==> config.mk <==
export PLATFORM = sky130hd
export DESIGN_NAME = wb_arbiter_2m
export DESIGN_NICKNAME = d
export VERILOG_FILES = /design/src/rtl/wb_arbiter_2m.sv
export SDC_FILE = /design/constraint.sdc
export NUM_CORES = 1
export LEC_CHECK = 0
export ABC_CLOCK_PERIOD_IN_PS = 1700
export BUFFER_PORTS_ARGS = -buffer_cell sky130_fd_sc_hd__buf_4
export CORE_AREA = 2 2 125 127
export DETAILED_ROUTE_END_ITERATION = 8
export DIE_AREA = 0 0 127 129
export PLACE_DENSITY_LB_ADDON = 0.1
export SLEW_MARGIN = 5
export SYNTH_ARGS = -nofsm -noshare
export SYNTH_HDL_FRONTEND = slang
export SYNTH_SLANG_ARGS = --single-unit
==> constraint.sdc <==
create_clock -name clk -period 1.7 [get_ports clk]
set_clock_uncertainty 0.1 [all_clocks]
set_input_delay 0.085 -clock clk [delete_from_list [all_inputs] [get_ports clk]]
set_output_delay 0.085 -clock clk [all_outputs]
set_load 0.05 [all_outputs]
==> src/rtl/wb_arbiter_2m.sv <==
// Two-master Wishbone B4 arbiter. Ownership is granted per CYC tenure with
// round-robin tie-break; a watchdog converts a stalled slave transfer into ERR.

module wb_arb_term (
  input  logic sel,
  input  logic abt,
  input  logic s_ack,
  input  logic s_err,
  input  logic s_rty,
  output logic ack,
  output logic err,
  output logic rty
);
  assign ack = sel & s_ack;
  assign err = (sel & s_err) | abt;
  assign rty = sel & s_rty;
endmodule

module wb_arbiter_2m #(
  parameter  int TIMEOUT = 255,
  localparam int TW      = (TIMEOUT > 0) ? $clog2(TIMEOUT + 1) : 1
) (
  input  logic        clk,
  input  logic        rst,
  input  logic        m0_cyc,
  input  logic        m0_stb,
  input  logic        m0_we,
  input  logic [31:0] m0_adr,
  input  logic [31:0] m0_dat_o,
  input  logic [2:0]  m0_cti,
  output logic [31:0] m0_dat_i,
  output logic        m0_ack,
  output logic        m0_err,
  output logic        m0_rty,
  input  logic        m1_cyc,
  input  logic        m1_stb,
  input  logic        m1_we,
  input  logic [31:0] m1_adr,
  input  logic [31:0] m1_dat_o,
  input  logic [2:0]  m1_cti,
  output logic [31:0] m1_dat_i,
  output logic        m1_ack,
  output logic        m1_err,
  output logic        m1_rty,
  output logic        s_cyc,
  output logic        s_stb,
  output logic        s_we,
  output logic [31:0] s_adr,
  output logic [31:0] s_dat_o,
  output logic [2:0]  s_cti,
  input  logic [31:0] s_dat_i,
  input  logic        s_ack,
  input  logic        s_err,
  input  logic        s_rty,
  output logic [1:0]  gnt
);
  typedef enum logic [1:0] {IDLE, BUSY, ABORT, DRAIN} state_t;

  typedef struct packed {
    logic        cyc;
    logic        stb;
    logic        we;
    logic [31:0] adr;
    logic [31:0] dat;
    logic [2:0]  cti;
  } wb_req_t;

  localparam logic [TW-1:0] TMAX = TW'((TIMEOUT > 0) ? TIMEOUT - 1 : 0);

  state_t        state, state_nxt;
  logic          owner, owner_nxt;
  logic          last, last_nxt;
  logic [1:0]    gnt_nxt;
  logic [TW-1:0] timer, timer_nxt;
  wb_req_t [1:0] req;
  wb_req_t       cur;
  logic          busy, term;
  logic [1:0]    t_ack, t_err, t_rty;

  assign req[0] = {m0_cyc, m0_stb, m0_we, m0_adr, m0_dat_o, m0_cti};
  assign req[1] = {m1_cyc, m1_stb, m1_we, m1_adr, m1_dat_o, m1_cti};
  assign cur    = req[owner];
  assign busy   = (state == BUSY);
  assign term   = s_ack | s_err | s_rty;

  assign s_cyc   = busy & cur.cyc;
  assign s_stb   = busy & cur.stb;
  assign s_we    = busy & cur.we;
  assign s_adr   = busy ? cur.adr : '0;
  assign s_dat_o = busy ? cur.dat : '0;
  assign s_cti   = busy ? cur.cti : '0;

  // Read data is broadcast; ack/err/rty are the only qualifiers a master sees.
  assign m0_dat_i = s_dat_i;
  assign m1_dat_i = s_dat_i;

  for (genvar i = 0; i < 2; i++) begin : g_port
    wb_arb_term u_term (
      .sel   (busy & (owner == 1'(i))),
      .abt   ((state == ABORT) & (owner == 1'(i))),
      .s_ack (s_ack),
      .s_err (s_err),
      .s_rty (s_rty),
      .ack   (t_ack[i]),
      .err   (t_err[i]),
      .rty   (t_rty[i])
    );
  end

  assign m0_ack = t_ack[0];
  assign m0_err = t_err[0];
  assign m0_rty = t_rty[0];
  assign m1_ack = t_ack[1];
  assign m1_err = t_err[1];
  assign m1_rty = t_rty[1];

  always_comb begin
    state_nxt = state;
    owner_nxt = owner;
    last_nxt  = last;
    gnt_nxt   = gnt;
    timer_nxt = timer;
    case (state)
      IDLE: begin
        if (m0_cyc | m1_cyc) begin
          owner_nxt = (m0_cyc & m1_cyc) ? ~last : m1_cyc;
          gnt_nxt   = {owner_nxt, ~owner_nxt};
          timer_nxt = '0;
          state_nxt = BUSY;
        end
      end
      BUSY: begin
        if (!cur.cyc) begin
          state_nxt = IDLE;
          last_nxt  = owner;
          gnt_nxt   = '0;
          timer_nxt = '0;
        end else if (cur.stb && !term) begin
          timer_nxt = timer + TW'(1);
          // A termination on the threshold cycle takes the else branch and wins.
          if (TIMEOUT != 0 && timer == TMAX) begin
            state_nxt = ABORT;
            timer_nxt = '0;
          end
        end else begin
          timer_nxt = '0;
        end
      end
      ABORT: state_nxt = DRAIN;
      DRAIN: begin
        if (!cur.cyc) begin
          state_nxt = IDLE;
          last_nxt  = owner;
          gnt_nxt   = '0;
        end
      end
      default: state_nxt = IDLE;
    endcase
  end

  always_ff @(posedge clk) begin
    if (rst) begin
      state <= IDLE;
      owner <= 1'b0;
      last  <= 1'b1;
      gnt   <= '0;
      timer <= '0;
    end else begin
      state <= state_nxt;
      owner <= owner_nxt;
      last  <= last_nxt;
      gnt   <= gnt_nxt;
      timer <= timer_nxt;
    end
  end
endmodule

==> flow_metrics.py <==
metrics = {
    "status": {
        "outcome": "finished, violations left",
        "violations": "setup timing",
    },
    "floorplan": {
        "die-area_um2": 16400,
        "chipHeight_um": 129,
        "num_io_pins": 319,
        "start_util_pct": 13.3,
        "coreArea_um2": 15000,
        "die_w_um": 127,
        "rows": 45,
    },
    "worst_setup_path": {
        "r2r-start": "timer[0]$_SDFFE_PP0P_",
        "worst-path-max-fanout": 11,
        "crit_family": "buffers and inverters",
        "cpMostUsedCell": "buf_6",
        "cp_slowest_cell": "dfxtp_2",
        "cp_num_buf_inv": 3,
        "path_class": "reg2out",
        "crit_required_ps": 1510,
        "r2r-end": "timer[5]$_SDFFE_PP0P_",
        "cp-start-kind": "flop",
        "r2r_slack_ps": 120,
        "endpoint": "s_adr[14]",
        "crit_path_end_kind": "output pin",
        "path_cells": "nand2b_4 > nor2_4 > buf_12 > buf_6 > a22o_2 > buf_6",
        "path_depth": 6,
        "cp.arrival_ps": 1530,
        "reg2reg_depth": 7,
        "critPathMaxStageDelay_ps": 310,
    },
    "power": {
        "internal-power_uw": 1420,
        "p_per_area_nw_per_um2": 533,
        "seqPwrFrac_pct": 14.4,
        "p_switching_uw": 1010,
        "power_frac_clock_pct": 18.3,
        "power.leakage_uw": 0.00214,
        "combPwrFrac_pct": 67.2,
        "fin_total_pwr_uw": 2430,
        "irDropWorstVdd_mv": 0.321,
        "switching_share_pct": 41.7,
    },
    "global_route": {
        "grt_pass1_wl_mm": 15.0,
        "met1_usage_pct": 14.2,
        "gr-usage-met2_pct": 20.8,
        "grt_overflow": 0,
        "antenna_found_initial": 0,
        "grt.busiest_layer": "met2",
        "met3_usage_pct": 3.12,
        "grt.total_usage_pct": 11.8,
        "grt_pass1_vias": 2609,
        "grt_max_degree": 48,
    },
    "sta": {
        "final-setup-viol-count": 21,
        "worst_pin_slew_ps": 375,
        "finalSetupTns_ps": -164,
        "drv_slew": 0,
        "fin_crit_ps": 1720,
        "slew_headroom_pct": 74.3,
        "worst_slack_ps": -16.7,
        "whs_ps": 51.4,
        "hold_violations": 0,
        "rsz0062_at_grt": "yes",
        "period_share_pct": 101,
        "fmax_mhz": 583,
    },
    "cts": {
        "cts_buffers": 3,
        "cts.sinks": 14,
        "clk_pin_slew_worst_paths_ps": 50,
        "cts_buffer_depth": 2,
        "clk_latency_ps": 240,
        "cts_tree": "yes",
        "cts_root_buf": "clkbuf_16",
        "ctsHtreeMaxLevel": 1,
    },
    "cells_and_area": {
        "most-common-layout-cells": "167 x buf_4, 58 x buf_6, 47 x a22o_2",
        "fin_nets": 617,
        "final_common_cell": "buf_4",
        "area_delta_synth_final_pct": 128,
        "num_antenna_cells": 0,
        "final_layout_size_suffix_gt1_share_pct": 81.0,
        "fin_cells": 624,
        "post-route-util_pct": 30.4,
    },
    "placed_design": {
        "hpwl_mm": 8.63,
        "dp.cells": 606,
        "port_buffers": 222,
        "place_congestion": 0.770,
    },
    "detailed_routing": {
        "drt_iter0_drc": 73,
        "antenna_left": 0,
        "dr_total_vias": 2681,
        "route.detailed.drc": 0,
        "first_pass_iters": 4,
        "viasPerCell": 4.30,
        "drt-wirelength-per-cell_um": 19.4,
        "wl_mm": 12.1,
    },
    "synthesis": {
        "async_reset_ff_share_pct": 0,
        "synth-edff-count": 0,
        "synth_cell_types": 35,
        "ys_ff_latch": 14,
        "seq_area_frac_synth_pct": 14.0,
        "synth_nets": 436,
        "avgSynthCellArea_um2": 7.77,
        "synth_area_um2": 2000,
        "synthCells": 257,
        "ys_warn_count": 0,
        "ys.flop_type": "dfxtp_1",
    },
    "worst_hold_path": {
        "holdCritPathClass": "in2reg",
    },
    "run": {
        "maxCapViolations": 0,
    },
}
## cell usage after synthesis, types with 2 or more instances
library cell	n	area, um2
a21oi_1	8	40.0
nor2b_1	3	18.8
nand2b_1	2	12.5
inv_1	5	18.8
o2111ai_1	2	17.5
o21bai_1	2	15.0
buf_4	65	488
nand4_1	3	18.8
ha_1	2	25.0
dfxtp_1	14	280
a22o_1	68	596
and2_1	4	25.0
a32oi_1	3	26.3
nand3_1	5	25.0
a31oi_1	5	31.3
nand3_2	2	20.0
or3_1	2	12.5
buf_2	6	30.0
nor2_1	14	52.6
clkbuf_1	11	41.3
nor4_1	2	12.5
nor3_1	2	10.0
nand2_1	15	56.3
## sequential cells by signal (all words and copies together), names as in the netlist, named ones only
name,cells
timer,8
gnt,2
last,1
owner,1
state,1
## power groups by stage
stage	registers, uW	clock network [uW]	logic, uW
floorplan	363	0	1150
global placement	356	0	1330
detailed placement	356	0	1330
CTS	351	465	1430
global route	352	481	1700
finish	351	446	1630
## logic make-up (layout without fill, tap and decap cells)
group                    after synthesis  count (layout)  share of synthesized area (%)
AO/OA/AOI/OAI                         92              92                           37.9
multiplexers                           3               3                           1.76
flip-flops                            14              14                           14.0
AND/OR/NAND/NOR                       58              58                           15.5
adder cells (fa/ha/maj)                2               2                           1.25
buffers and inverters                 88             267                           29.5
## worst reg2reg max path, stage by stage, from the launching register on
cell and delay (ps):
dfxtp_1 310, inv_2 60, ha_2 170, nand2_1 70
or3_4 340, buf_4 160, a32oi_1 190, nand2_1 70
## stage by stage
step / setup slack, ps / cell area [um2]
finish: -16.7 / 4560
global route: -72.7 / 4560
CTS: -39.9 / 4000
detailed placement: 44.6 / 3630
global placement: 24.0 / 3630
floorplan: -13.4 / 2080
## what timing repair did
item	CTS	global route
endpoints found under the setup margin	72	77
setup buffers	3	2
hold buffers	0	0
gates resized for setup	67	74
gates cloned	1	9
pin swaps	1	14
## final cells by class
class | count | area, um2
fill | 1602 | 10400
clock buffer | 3 | 75.1
sequential | 14 | 287
multi-input combinational | 155 | 1420
tap | 188 | 235
timing repair buffer | 259 | 2520
inverter | 5 | 18.8
## worst min path at each step
stage | start | slack, ps | cells past startpoint | endpoint
after global placement | s_dat_i[8] | 70 | 0 | m0_dat_i[8]
after detailed placement | s_dat_i[8] | 70 | 0 | m0_dat_i[8]
after floorplan | rst | 150 | 3 | state[0]$_SDFFE_PP0P_
after global routing | rst | 50 | 2 | owner$_SDFFE_PP0P_
after CTS | rst | 50 | 2 | owner$_SDFFE_PP0P_
final | rst | 50 | 2 | owner$_SDFFE_PP0P_
## layer usage
metal / routed length [um] / up-vias / share of wire, %
met1: 4800 / 1240 / 40
li1: - / 1264 / -
met4: 235 / 0 / 1.9
met2: 6150 / 143 / 51
met3: 898 / 34 / 7.4
met5: 0 / - / 0
Note: power is estimated with default switching activity, not from simulation.
